[src/rtl/bin2bcd_param_if.sv]
// Handshake/bus bundle for bin2bcd_param: start request and operand in,
// BCD result with sign/overflow flags and busy/rdy status out.
interface bin2bcd_if #(
    parameter int BIN_W  = 12,
    parameter int DIGITS = 4
);
    logic                  en;
    logic [BIN_W-1:0]      bin_d_in;
    logic [4*DIGITS-1:0]   bcd_d_out;
    logic                  neg;
    logic                  ovf;
    logic                  busy;
    logic                  rdy;

    modport master (
        output en, bin_d_in,
        input  bcd_d_out, neg, ovf, busy, rdy
    );

    modport slave (
        input  en, bin_d_in,
        output bcd_d_out, neg, ovf, busy, rdy
    );
endinterface

[src/rtl/bin2bcd_param.sv]
// Sequential shift-and-add-3 binary-to-BCD converter, one input bit per clock.
// Build option: define BIN2BCD_SAT_EN to force all-9s on the output when ovf is set.
module bin2bcd_param #(
    parameter int BIN_W     = 12,
    parameter int DIGITS    = 4,
    parameter int SIGNED_IN = 0
) (
    input  logic       clk,
    input  logic       rst,
    bin2bcd_if.slave   bus
);
    localparam int BCD_W = 4 * DIGITS;
    localparam int CNT_W = $clog2(BIN_W + 1);
    localparam logic [CNT_W-1:0] CNT_LAST = CNT_W'(BIN_W - 1);
    localparam logic [CNT_W-1:0] CNT_ONE  = CNT_W'(1);

    typedef enum logic [1:0] {
        IDLE = 2'd0,
        CONV = 2'd1,
        DONE = 2'd2
    } state_t;

    state_t             state_q, state_d;
    logic [BIN_W-1:0]   bin_q, bin_d;
    logic [BCD_W-1:0]   work_q, work_d;
    logic [CNT_W-1:0]   cnt_q, cnt_d;
    logic               sign_q, sign_d;
    logic               sticky_q, sticky_d;
    logic [BCD_W-1:0]   bcd_out_q, bcd_out_d;
    logic               neg_q, neg_d;
    logic               ovf_q, ovf_d;
    logic               busy_q, busy_d;
    logic               rdy_q, rdy_d;

    logic               in_neg;
    logic [BIN_W-1:0]   in_mag;
    logic [BCD_W-1:0]   adj;

    // Negation held in BIN_W unsigned bits keeps -2^(BIN_W-1) exact.
    always_comb begin
        in_neg = (SIGNED_IN != 0) && bus.bin_d_in[BIN_W-1];
        in_mag = in_neg ? ({BIN_W{1'b0}} - bus.bin_d_in) : bus.bin_d_in;
    end

    for (genvar g = 0; g < DIGITS; g++) begin : g_digit
        always_comb begin
            adj[g*4 +: 4] = (work_q[g*4 +: 4] > 4'd4) ? (work_q[g*4 +: 4] + 4'd3)
                                                      : work_q[g*4 +: 4];
        end
    end

    always_comb begin
        state_d   = state_q;
        bin_d     = bin_q;
        work_d    = work_q;
        cnt_d     = cnt_q;
        sign_d    = sign_q;
        sticky_d  = sticky_q;
        bcd_out_d = bcd_out_q;
        neg_d     = neg_q;
        ovf_d     = ovf_q;

        case (state_q)
            IDLE: begin
                if (bus.en) begin
                    state_d  = CONV;
                    bin_d    = in_mag;
                    sign_d   = in_neg;
                    work_d   = '0;
                    cnt_d    = '0;
                    sticky_d = 1'b0;
                end
            end
            CONV: begin
                // Bit leaving the top digit means the value reached 10^DIGITS.
                work_d   = {adj[BCD_W-2:0], bin_q[BIN_W-1]};
                bin_d    = {bin_q[BIN_W-2:0], 1'b0};
                sticky_d = sticky_q | adj[BCD_W-1];
                cnt_d    = cnt_q + CNT_ONE;
                if (cnt_q == CNT_LAST) begin
                    state_d = DONE;
                end
            end
            DONE: begin
`ifdef BIN2BCD_SAT_EN
                bcd_out_d = sticky_q ? {DIGITS{4'h9}} : work_q;
`else
                bcd_out_d = work_q;
`endif
                neg_d   = sign_q;
                ovf_d   = sticky_q;
                state_d = IDLE;
            end
            default: begin
                state_d = IDLE;
            end
        endcase

        busy_d = (state_d != IDLE);
        rdy_d  = (state_q == DONE);
    end

    always_ff @(posedge clk) begin
        if (rst) begin
            state_q   <= IDLE;
            bin_q     <= '0;
            work_q    <= '0;
            cnt_q     <= '0;
            sign_q    <= 1'b0;
            sticky_q  <= 1'b0;
            bcd_out_q <= '0;
            neg_q     <= 1'b0;
            ovf_q     <= 1'b0;
            busy_q    <= 1'b0;
            rdy_q     <= 1'b0;
        end else begin
            state_q   <= state_d;
            bin_q     <= bin_d;
            work_q    <= work_d;
            cnt_q     <= cnt_d;
            sign_q    <= sign_d;
            sticky_q  <= sticky_d;
            bcd_out_q <= bcd_out_d;
            neg_q     <= neg_d;
            ovf_q     <= ovf_d;
            busy_q    <= busy_d;
            rdy_q     <= rdy_d;
        end
    end

    assign bus.bcd_d_out = bcd_out_q;
    assign bus.neg       = neg_q;
    assign bus.ovf       = ovf_q;
    assign bus.busy      = busy_q;
    assign bus.rdy       = rdy_q;
endmodule
[src/flat_wrapper.sv]
// flat-port wrapper written by rule: the top's interface ports become plain ports
module bin2bcd_param_flat 
#(
    parameter int BIN_W     = 12,
    parameter int DIGITS    = 4,
    parameter int SIGNED_IN = 0
)
  (clk, rst, bus_en, bus_bin_d_in, bus_bcd_d_out, bus_neg, bus_ovf, bus_busy, bus_rdy);
  bin2bcd_if #(.BIN_W(BIN_W), .DIGITS(DIGITS)) bus_i ();
  input  logic clk;
  input  logic rst;
  input wire logic [$bits(bus_i.en)-1:0] bus_en;
  input wire logic [$bits(bus_i.bin_d_in)-1:0] bus_bin_d_in;
  output wire logic [$bits(bus_i.bcd_d_out)-1:0] bus_bcd_d_out;
  output wire logic [$bits(bus_i.neg)-1:0] bus_neg;
  output wire logic [$bits(bus_i.ovf)-1:0] bus_ovf;
  output wire logic [$bits(bus_i.busy)-1:0] bus_busy;
  output wire logic [$bits(bus_i.rdy)-1:0] bus_rdy;
  assign bus_i.en = bus_en;
  assign bus_i.bin_d_in = bus_bin_d_in;
  assign bus_bcd_d_out = bus_i.bcd_d_out;
  assign bus_neg = bus_i.neg;
  assign bus_ovf = bus_i.ovf;
  assign bus_busy = bus_i.busy;
  assign bus_rdy = bus_i.rdy;
  bin2bcd_param #(.BIN_W(BIN_W), .DIGITS(DIGITS), .SIGNED_IN(SIGNED_IN)) u_core (.clk(clk), .rst(rst), .bus(bus_i));
endmodule
[config.mk]
export PLATFORM = sky130hd
export DESIGN_NAME = bin2bcd_param_flat
export DESIGN_NICKNAME = d
export VERILOG_FILES = /design/src/rtl/bin2bcd_param_if.sv /design/src/rtl/bin2bcd_param.sv /design/src/flat_wrapper.sv
export SDC_FILE = /design/constraint.sdc
export NUM_CORES = 1
export LEC_CHECK = 0
export BUFFER_PORTS_ARGS = -buffer_cell sky130_fd_sc_hd__buf_2
export CAP_MARGIN = 0
export CORE_MARGIN = 2
export CORE_UTILIZATION = 41
export DETAILED_ROUTE_END_ITERATION = 8
export HOLD_SLACK_MARGIN = 0.06
export PLACE_DENSITY = 0.62
export SYNTH_ARGS = -nofsm -noshare
export SYNTH_HDL_FRONTEND = slang
export SYNTH_SLANG_ARGS = --single-unit
[constraint.sdc]
create_clock -name clk -period 4.6 [get_ports clk]
set_clock_uncertainty 0.1 [all_clocks]
set_input_delay 0.46 -clock clk [delete_from_list [all_inputs] [get_ports clk]]
set_output_delay 0.46 -clock clk [all_outputs]
set_load 0.02 [all_outputs]
# == Word level (Yosys, flattened, before mapping) ==
# Cells that the tools add are included.
# op_classes
n_mux,15
order_cmp,4
n_addsub,5
n_bitwise,1
n_reduce_logical,4
eq_ne,4
# op_table
op,count
16-bit case mux with 2 select lines,1
12-bit case mux with 2 select lines,1
4-bit two-way mux,5
4-bit by 2-bit adder with 4-bit output (second input constant),4
4-bit by 3-bit greater-than comparator with 1-bit output (second input constant),4
16-bit two-way mux,1
12-bit two-way mux,1
4-bit case mux with 2 select lines,1
4-bit by 1-bit adder with 4-bit output (second input constant),1
4-bit == test (second input constant),1
2-bit two-way mux,2
2-bit case mux with 2 select lines,1
2-bit nonzero test,2
2-bit by 1-bit == test with 1-bit output (second input constant),1
2-bit == test (second input constant),1
2-bit logical NOT,1
2-bit != test (second input constant),1
1-bit case mux with 2 select lines,1
2-bit AND reduction,1
1-bit two-way mux,1
1-bit bitwise OR,1
# word_totals
word_cells,42
regBits,54

# == Longest topological paths before layout ==
# Gate-level depths: netlist of run 1.
# depth
word_depth,4
mapped_depth,5
depth_no_buf,5

# == Worst setup path after synthesis of run 1 ==
# Ideal clock, no wire load.
# synth_timing
path_kind,register to register
start,register u_core.work_q[12]
end,register u_core.sticky_q
synth_period_minus_slack_ns,1.532
setup_ns,0.091
stages_incl_launch_ff,5
t_required_ns,4.409
t_arrival_ns,1.341
n_path_buf,0
setup_slack_ns,3.068
cell_sequence,dfxtp_1 > inv_1 > ha_1 > or4_1 > a311oi_1
# synth_via
elab_chain_cells,4
elab_cells_between_ends,5
cone_classes,add/sub: 1; order compare: 1; mux: 2; bitwise: 1
# synth_rtl
item,line_no,rtl
start: declaration,bin2bcd_param.sv:25,"logic [BCD_W-1:0] work_q, work_d;"
start signal: assignment,bin2bcd_param.sv:119,work_q <= work_d;
4-bit by 2-bit adder with 4-bit output or 4-bit by 3-bit greater-than comparator with 1-bit output (tied branches),bin2bcd_param.sv:47,adj[g*4 +: 4] = (work_q[g*4 +: 4] > 4'd4) ? (work_q[g*4 +: 4] + 4'd3)
4-bit two-way mux *,bin2bcd_param.sv:47,
1-bit bitwise OR *,bin2bcd_param.sv:78,sticky_d = sticky_q | adj[BCD_W-1];
1-bit case mux with 2 select lines *,bin2bcd_param.sv:63,case (state_q)
end signal: assignment,bin2bcd_param.sv:122,sticky_q <= sticky_d;
end: declaration,bin2bcd_param.sv:28,"logic sticky_q, sticky_d;"
# Mark *: on every way between the ends. The rest lies on a longest branch, timed or not.
# A chain may end at the register's enable or synchronous reset.

# == Final worst setup path of run 1 ==
# layout_timing
start,register u_core.state_q[1]
end,register u_core.ovf_q (netlist: u_core.bus.ovf)
# layout_via
elab_chain_cells,1
# layout_rtl
item,line_no,rtl
start: declaration,bin2bcd_param.sv:23,"state_t state_q, state_d;"
start signal: assignment,bin2bcd_param.sv:117,state_q <= state_d;
2-bit == test,bin2bcd_param.sv:63,
end signal: assignment,bin2bcd_param.sv:125,ovf_q <= ovf_d;
end: declaration,bin2bcd_param.sv:31,"logic ovf_q, ovf_d;"
# No other way between the ends.

==> results of run 1 <==
## worst min-delay path: cells and delay by family
| family | cells | cell delay (ns) |
|---|---|---|
| simple gates | 1 | 0.08 |
| buf+inv | 1 | 0.08 |
| compound gates | 1 | 0.09 |
## cell usage after synthesis
cell       number  area (sq um)
a211oi_1       11          82.6
a21oi_1        23           115
a22oi_1         2          15.0
a311oi_1        2          17.5
a32o_1          8          80.1
a32oi_1         1          8.76
a41oi_1         1          8.76
buf_1           1          3.75
buf_2          10          50.1
buf_4           1          7.51
clkbuf_1        6          22.5
conb_1          1          3.75
dfxtp_1        54          1080
ha_1            5          62.6
inv_1          10          37.5
inv_2           1          3.75
mux2i_1         5          50.1
nand2_1        37           139
nand2b_1        4          25.0
nand3_1         6          30.0
nor2_1         22          82.6
nor2b_1         7          43.8
nor3_1          1          5.00
nor3_4          1          16.3
nor3b_1         1          7.51
nor4b_1         4          35.0
o21ai_0        11          55.1
o21ai_1         5          25.0
o21ai_2         1          8.76
o21ba_2         1          10.0
o21bai_2        1          11.3
o22ai_1        10          62.6
o2bb2ai_1       3          26.3
o31a_1          1          8.76
or3_1           8          50.1
or4_1           1          7.51
## worst max path at each step
stage	from	to	slack, ns	cells after the start
final	u_core.state_q[1]$_SDFF_PP0_	u_core.bus.ovf$_SDFFE_PP0P_	2.49	3
after floorplan	u_core.work_q[12]$_SDFFE_PP0P_	u_core.sticky_q$_SDFFE_PP0P_	3.07	4
after global placement	u_core.state_q[1]$_SDFF_PP0_	u_core.bus.bcd_d_out[15]$_SDFFE_PP0P_	2.53	3
after detailed placement	u_core.state_q[1]$_SDFF_PP0_	u_core.bus.ovf$_SDFFE_PP0P_	2.47	3
after CTS	u_core.state_q[1]$_SDFF_PP0_	u_core.bus.ovf$_SDFFE_PP0P_	2.44	3
after global routing	u_core.state_q[1]$_SDFF_PP0_	u_core.bus.bcd_d_out[5]$_SDFFE_PP0P_	2.17	3
## sequential cells by signal, indices dropped and copies added, names as in the netlist
name and cells:
u_core.work_q 16, u_core.bus.ovf 1, u_core.bus.rdy 1, u_core.bus.busy 1, u_core.bus.bcd_d_out 16, u_core.bin_q 12
u_core.sticky_q 1, u_core.state_q 2, u_core.cnt_q 4
## power breakdown
part / internal (mW) / switching, mW
logic: 0.0216 / 0.0338
registers: 0.479 / 0.00846
clock network: 0.152 / 0.147
## layer usage
layer | up-vias | share of wire
met4 | 0 | 0.0062
met3 | 2 | 0.043
met1 | 901 | 0.49
li1 | 988 | -
met5 | - | 0
met2 | 38 | 0.46
## cell type report
class	instances	area [sq um]
Inverter	11	41.3
Clock buffer	8	110
Tap cell	72	90.1
Timing Repair Buffer	33	165
Sequential cell	54	1080
Multi-Input combinational cell	184	1090
Fill cell	581	2890
## kinds of logic after synthesis
family | synth area share
AOI/OAI and AO/OA | 0.233
adders and majority gates | 0.0272
buffers and inverters | 0.0544
DFF | 0.470
muxes | 0.0218
other | 0.00163
and+or+nand+nor | 0.192
## per-stage QoR
stage | area, sq um | util | hold WS, ns
after global placement | 2470 | 0.452 | 0.340
after global routing | 2580 | 0.472 | 0.358
after floorplan | 2300 | - | 0.345
after CTS | 2580 | 0.472 | 0.322
after detailed placement | 2470 | 0.452 | 0.345
final | 2580 | 0.472 | 0.329
==> summary.txt, run 1 <==
Worst setup path
  • CP Capture Type: flop
  • WS Path Type: reg -> reg
  • Flop-to-flop setup slack: 2.49 ns
  • Setup crit start kind: flop
  • CP Data Arrival Time: 2.24 ns
  • Crit path largest cell delay: 0.99 ns
  • Worst path required time: 4.73 ns
  • CP max-delay cell: nor2b_1
  • Reg2reg start: u_core.state_q[1]$_SDFF_PP0_
  • CP delay by family, top: simple AND/OR/NAND/NOR gates
  • RR Endpoint: u_core.bus.ovf$_SDFFE_PP0P_
  • Buffers & Inverters on Critical Path: 0
  • Critical Path Fanout Max: 17
  • Path depth of the worst reg2reg path: 3
  • Worst path cell trace: nor2b_1 -> nand2_1 -> a21oi_1

Status
  • Status: complete, no violations

Global routing
  • Total track usage: 0.161
  • Met1 usage in global routing: 0.223
  • Gr busiest metal: met2
  • Global route overflow: 0
  • Initial antenna violation count: 0
  • Largest net degree at the start of global routing: 45
  • GR Layer Usage met2: 0.252
  • GR Util met3: 0.0295
  • First-pass GRT wire length: 8020 um
  • Number of global-route vias before repair: 1,682

Placed design
  • Port Buffers: 33
  • Placed instance count: 354
  • Pre-CTS setup slack: 2.47 ns
  • DP HPWL: 3090 um
  • Final GP Congestion: 0.739

Timing
  • Final-report hold violation count: 0
  • Achievable clock frequency: 0.475 GHz
  • Slew Viols, Final: 0
  • Final setup vio count: 0
  • Worst-margin pin slew: 1.18 ns
  • Slew Limit Headroom: 0.210
  • Unrepaired setup endpoints after global routing: no
  • Setup TNS: 0 ns
  • Clock period minus worst slack: 2.11 ns
  • Worst setup margin: 2.49 ns
  • Crit share post-route: 0.458

Clocking
  • Max clock buf depth: 2
  • Clk sinks: 54
  • CTS root buf: clkbuf_8
  • CTS buffer count: 5
  • Hold-fix buffers, CTS: 0
  • Htree depth: 2
  • Post-CTS Repair Setup Buffers: 0
  • Clk_lat worst skew: 0.30 ns
  • Post-CTS sizing: 0
  • CTS tree: built
  • Worst-path clk slew: 0.09 ns

Power and ir drop
  • Peak supply drop: 0.140 mV
  • Pleak: 0.981 nW
  • Power per cell area: 326 mW/mm^2
  • Power Total: 842 uW

Cells and area
  • Antenna diode count: 0
  • Layout area overhead: 12.2%
  • Layout Cells excl Fill: 362
  • Share of cells above drive strength 1: 0.159
  • Most frequent cells in the layout: 54 x dfxtp_1, 37 x nand2_1, 33 x buf_2
  • Final nets: 309
  • Commonest non-fill, non-tap cell in the layout: dfxtp_1

Die
  • Starting Density: 0.420
  • Die footprint: 0.00622 sq mm
  • CORE AREA: 0.00547 sq mm
  • Ports: 35
  • Die width: 78.9 um
  • Die Y: 78.9 um
  • Row cnt: 27

Route
  • WL per Instance: 13.0 um
  • DRT iter0 DRCs: 129
  • Final WL: 4710 um
  • Pre-Repair DR Iteration Count: 4
  • Routed Antenna Nets: 0
  • Via count: 1,929
  • Vias per inst: 5.33
  • DRC: 0

Yosys
  • Synth Instances: 267
  • Sequential fraction of the synthesis area: 0.470
  • Synth Warn #: 0
  • Yosys cell types: 36
  • Avg Cell Area, Syn: 8.61 sq um
  • Synthesized net count: 287
  • Number of synthesized register bits: 54
  • Post-Syn Area: 0.00230 sq mm

Min path
  • Hold EP: u_core.bin_q[0]$_SDFFE_PP0P_
  • Hold Path Depth: 3
  • Hold Path Origin: bus_bin_d_in[0]
  • Min-delay worst type: in -> reg

Job
  • Max Cap Viol: 0
(Power assumes the default switching activity.)
==> inputs of run 2 (changes only) <==
- ABC_AREA: default -> 1
- PLACE_DENSITY: 0.62 -> 0.61
- clock period: 4.6 -> 2.2 ns (I/O delays scaled with it)
==> summary.txt, run 2 <==
Timing
  • Achievable clock frequency: 0.679 GHz
  • Hold slack: 0.0713 ns
  • Unrepaired setup endpoints after global routing: no
  • Clock period minus worst slack: 1.47 ns
  • Worst-margin pin slew: 0.848 ns
  • Slew Limit Headroom: 0.434
  • Slew Viols, Final: 0
  • Setup TNS: 0 ns
  • Crit share post-route: 0.669
  • Final setup vio count: 0
  • Final-report hold violation count: 0

Clocking
  • CTS buffer count: 5
  • Clk sinks: 54
  • Hold-fix buffers, CTS: 0
  • Clk_lat worst skew: 0.30 ns
  • CTS root buf: clkbuf_8
  • Worst-path clk slew: 0.10 ns
  • Max clock buf depth: 2
  • Post-CTS Repair Setup Buffers: 0
  • Post-CTS sizing: 0
  • Htree depth: 2
  • CTS tree: built

Die
  • Die footprint: 0.00651 sq mm
  • Die Y: 80.7 um
  • Row cnt: 27
  • Ports: 35
  • CORE AREA: 0.00561 sq mm
  • Starting Density: 0.430
  • Die width: 80.7 um

Cells and area
  • Share of cells above drive strength 1: 0.140
  • Seq. cell area: 0.00108 sq mm
  • Antenna diode count: 0
  • Final nets: 377
  • Multi-input gate area: 0.00108 sq mm
  • Most frequent cells in the layout: 97 x nand2_1, 54 x dfxtp_1, 38 x nand3_1
  • Layout area overhead: 10.3%
  • Commonest non-fill, non-tap cell in the layout: nand2_1
  • Filler cells: 611

Placed design
  • DP HPWL: 3120 um
  • Final GP Congestion: 0.727
  • Port Buffers: 33

Worst setup path
  • Crit path largest cell delay: 0.68 ns
  • Setup crit start kind: input port
  • WS Path Type: in -> reg
  • RR Endpoint: u_core.work_q[11]$_SDFFE_PP0P_
  • CP Capture Type: flop
  • Reg2reg start: u_core.state_q[0]$_SDFF_PP0_
  • CP max-delay cell: inv_1
  • Setup crit start: rst
  • Worst path cell trace: buf_2 -> inv_1 -> o21ai_0 -> nor2_1
  • CP Data Arrival Time: 1.61 ns
  • Crit path to: u_core.bus.bcd_d_out[2]$_SDFFE_PP0P_
  • Critical Path Fanout Max: 29
  • Worst path required time: 2.34 ns
  • Flop-to-flop setup slack: 0.78 ns
  • Path depth of the worst reg2reg path: 4

Yosys
  • Post-Syn Area: 0.00241 sq mm
  • Post-synth top flop: dfxtp_1
  • Synthesized net count: 352
  • Sequential fraction of the synthesis area: 0.448
  • Most common cell in the netlist: nand2_1
  • Number of synthesized register bits: 54
  • Avg Cell Area, Syn: 7.27 sq um
  • Yosys cell types: 27
  • Post-synth EDFFs: 0
  • Synth Warn #: 0
  • Top cells by count, synth: 97 x nand2_1, 54 x dfxtp_1, 38 x nand3_1, 32 x a21oi_1, 29 x inv_1
  • Synth Instances: 332
  • Synth async-reset ratio: 0
  • Largest area contributor in the netlist: dfxtp_1
  • Area contributors post-synth: dfxtp_1 45%, nand2_1 15%, nand3_1 7.9%
  • Share of Yosys cell area claimed by the top area cell type: 0.448

Route
  • WL per Instance: 10.9 um
  • Routed Antenna Nets: 0
  • Vias per inst: 4.79
  • Via count: 2,058
  • Final WL: 4700 um
  • DRC: 0
  • Pre-Repair DR Iteration Count: 4
  • DRT iter0 DRCs: 118

Global routing
  • Number of global-route vias before repair: 1,793
  • Initial antenna violation count: 0
  • Global route overflow: 0
  • Total track usage: 0.151
  • First-pass GRT wire length: 7810 um
  • Largest net degree at the start of global routing: 30

Power and ir drop
  • Peak supply drop: 0.411 mV
  • Pleak: 1.26 nW
  • Power per cell area: 681 mW/mm^2

Job
  • Max Cap Viol: 0

Status
  • Status: complete, no violations

Min path
  • Min-delay worst type: in -> reg
## run 2: critical path, delay by kind of cell
family / cells / cell delay (ns)
and+or+nand+nor: 1 / 0.14
buffers and inverters: 2 / 0.93
AOI/OAI and AO/OA: 1 / 0.29
## run 2: worst min-delay path by stage
stage | from | to | cells after the start
3_5_place_dp | u_core.bin_q[0]$_SDFFE_PP0P_ | u_core.bin_q[0]$_SDFFE_PP0P_ | 2
4_1_cts | bus_bin_d_in[0] | u_core.bin_q[0]$_SDFFE_PP0P_ | 3
6_report | bus_bin_d_in[2] | u_core.bin_q[2]$_SDFFE_PP0P_ | 3
5_1_grt | bus_bin_d_in[0] | u_core.bin_q[0]$_SDFFE_PP0P_ | 3
3_3_place_gp | u_core.work_q[9]$_SDFFE_PP0P_ | u_core.work_q[9]$_SDFFE_PP0P_ | 2
2_1_floorplan | bus_bin_d_in[0] | u_core.bin_q[0]$_SDFFE_PP0P_ | 2
## run 2: cell families (layout without fill, tap and decap cells)
logic type               Yosys count  count (layout)  share of synthesized area
AND/OR/NAND/NOR                  162             162                      0.286
AO/OA/AOI/OAI                     61              61                      0.134
flip-flops                        54              54                      0.448
buffers and inverters             49              75                      0.104
adder cells (fa/ha/maj)            5               5                     0.0259
other                              1               1                    0.00155
## run 2: per-layer routing
layer / up-vias / global-route usage / share of wire
met5: - / 0 / 0
met4: 0 / 0.0458 / 0.0051
met3: 2 / 0.0303 / 0.040
met2: 38 / 0.242 / 0.43
met1: 907 / 0.204 / 0.52
li1: 1111 / - / -
## run 2: layout make-up
cell class	instances	area share
Clock buffer	5	0.0259
Clock inverter	3	0.0150
Inverter	33	0.0484
Multi-Input combinational cell	229	0.406
Sequential cell	54	0.406
Tap cell	72	0.0339
Timing Repair Buffer	34	0.0649
## run 2: where the power goes
part | switching, mW | internal, mW
combinational | 0.0998 | 0.0447
sequential | 0.0138 | 1.00
clock | 0.319 | 0.336
total | 0.432 | 1.38
## run 2: per-stage QoR
stage | power, mW | cells | setup WS (ns) | util | instance area, sq um
4_1_cts | 1.84 | 430 | 0.719 | 0.475 | 2660
3_5_place_dp | 1.18 | 422 | 0.396 | 0.455 | 2550
3_3_place_gp | 1.18 | 422 | 0.436 | 0.455 | 2550
5_1_grt | 1.90 | 430 | 0.590 | 0.475 | 2660
2_1_floorplan | 1.16 | 332 | 1.01 | - | 2410
6_report | 1.81 | 430 | 0.728 | 0.475 | 2660
==> inputs of run 3 (changes only) <==
- PLACE_DENSITY: 0.61 -> 0.64
- clock period: 2.2 -> 1.2 ns (I/O delays scaled with it)
==> summary.txt, run 3 (same netlist as run 2, synthesis figures left out) <==
Min path
  • Hold Path Origin: rst
  • Min-delay worst type: in -> reg
  • Hold Path Depth: 3
  • Hold EP: u_core.work_q[1]$_SDFFE_PP0P_

Placed design
  • Pre-CTS setup slack: -0.0357 ns
  • Placed cell areas: 0.00277 sq mm
  • Port Buffers: 33
  • Final GP Congestion: 0.836
  • DP HPWL: 3630 um

Power and ir drop
  • Peak supply drop: 0.588 mV
  • Power per cell area: 985 mW/mm^2
  • Power Total: 3.23 mW
  • Pleak: 1.57 nW

Cells and area
  • Seq. cell area: 0.00110 sq mm
  • Filler cells: 519
  • Share of cells above drive strength 1: 0.344
  • Design area: 0.00328 sq mm
  • Most frequent cells in the layout: 81 x nand2_1, 44 x dfxtp_1, 33 x buf_2
  • Antenna diode count: 0
  • Layout area overhead: 36.0%
  • Final nets: 421
  • Multi-input gate area: 0.00129 sq mm
  • Commonest non-fill, non-tap cell in the layout: nand2_1

Worst setup path
  • Path depth of the worst reg2reg path: 6
  • Worst path required time: 1.34 ns
  • CP Capture Type: flop
  • Reg2reg start: u_core.work_q[8]$_SDFFE_PP0P_
  • CP Data Arrival Time: 1.33 ns
  • Flop-to-flop setup slack: 0.008 ns
  • Critical Path Fanout Max: 2
  • RR Endpoint: u_core.work_q[11]$_SDFFE_PP0P_
  • WS Path Type: reg -> reg
  • Setup crit start kind: flop

Clocking
  • CTS tree: built
  • Max clock buf depth: 2
  • Htree depth: 2
  • CTS root buf: clkbuf_8
  • CTS buffer count: 5
  • Clk_lat worst skew: 0.31 ns
  • Worst-path clk slew: 0.09 ns
  • Clk sinks: 54

Route
  • Pre-Repair DR Iteration Count: 5
  • Vias per inst: 5.00
  • DRC: 0
  • WL per Instance: 12.0 um
  • Final WL: 5700 um
  • Routed Antenna Nets: 0
  • DRT iter0 DRCs: 108
  • Via count: 2,363

Die
  • Die footprint: 0.00651 sq mm
  • Ports: 35
  • Die width: 80.7 um
  • Row cnt: 27
  • Starting Density: 0.430
  • Die Y: 80.7 um
  • CORE AREA: 0.00561 sq mm

Timing
  • Unrepaired setup endpoints after global routing: yes
  • Worst setup margin: 0.00817 ns
  • Achievable clock frequency: 0.839 GHz
  • Final-report hold violation count: 0
  • Slew Viols, Final: 0
  • Final setup vio count: 0
  • Crit share post-route: 0.993
  • Clock period minus worst slack: 1.19 ns

Global routing
  • First-pass GRT wire length: 9000 um
  • Total track usage: 0.177
  • Initial antenna violation count: 0
  • Number of global-route vias before repair: 2,075
  • Global route overflow: 0
  • Largest net degree at the start of global routing: 27

Job
  • Max Cap Viol: 0

Status
  • Status: complete, no violations
run 3: changes by cell type in the layout (fill, tap and decap cells not counted), sizes merged:
cell / before / now
clkinv: 2 / 0
buf: 34 / 65
dlygate4sd3: 0 / 13
clkbuf: 5 / 7
bufinv: 1 / 0
run 3: final cells by class:
cell class                      count  share of cell area
Sequential cell                    54               0.334
Tap cell                           72              0.0274
Timing Repair Buffer               78               0.180
Clock buffer                        7              0.0233
Inverter                           33              0.0423
Multi-Input combinational cell    229               0.393
run 3: where the power goes:
group	internal, mW	switching, mW
Sequential	1.83	0.0298
Clock	0.403	0.551
Combinational	0.184	0.231
run 3: critical path, stage by stage, from the launching register on:
cell and delay, ns:
dfxtp_2 0.35, inv_2 0.05, ha_4 0.16, buf_6 0.10
o21bai_1 0.13, nand3_1 0.11, a21oi_1 0.13
run 3: worst max path at each step:
stage	startpoint	end	slack [ns]
floorplan	u_core.work_q[4]$_SDFFE_PP0P_	u_core.work_q[5]$_SDFFE_PP0P_	0.008
global placement	u_core.work_q[8]$_SDFFE_PP0P_	u_core.work_q[10]$_SDFFE_PP0P_	-0.009
detailed placement	u_core.work_q[0]$_SDFFE_PP0P_	u_core.work_q[1]$_SDFFE_PP0P_	-0.04
CTS	u_core.state_q[1]$_SDFF_PP0_	u_core.work_q[12]$_SDFFE_PP0P_	0.002
global route	u_core.state_q[1]$_SDFF_PP0_	u_core.bin_q[10]$_SDFFE_PP0P_	-0.05
finish	u_core.work_q[8]$_SDFFE_PP0P_	u_core.work_q[11]$_SDFFE_PP0P_	0.008
run 3: through the flow:
step | hold slack, ns | utilization | setup TNS, ns | cells
after detailed placement | 0.287 | 0.494 | -0.219 | 448
after global routing | 0.0650 | 0.585 | -0.805 | 473
after floorplan | 0.167 | - | 0 | 332
after CTS | 0.0711 | 0.542 | 0 | 469
final | 0.0660 | 0.585 | 0 | 473
after global placement | 0.286 | 0.494 | -0.0160 | 448
run 3: repair_timing:
item                       in CTS  in global routing
gates resized for setup        23                 72
buffers inserted                0                  4
cloned                          1                  0
setup endpoints to repair      17                 44
pin swaps                       2                 22
hold buffers                   13                  0
hold endpoints to repair       13                  0
run 3: per-layer routing:
layer	up-vias	GRT usage	wire length, um
li1	1211	-	-
met1	1099	0.212	2640
met2	45	0.316	2790
met3	8	0.0315	194
met4	0	0.0678	76
met5	-	0	0
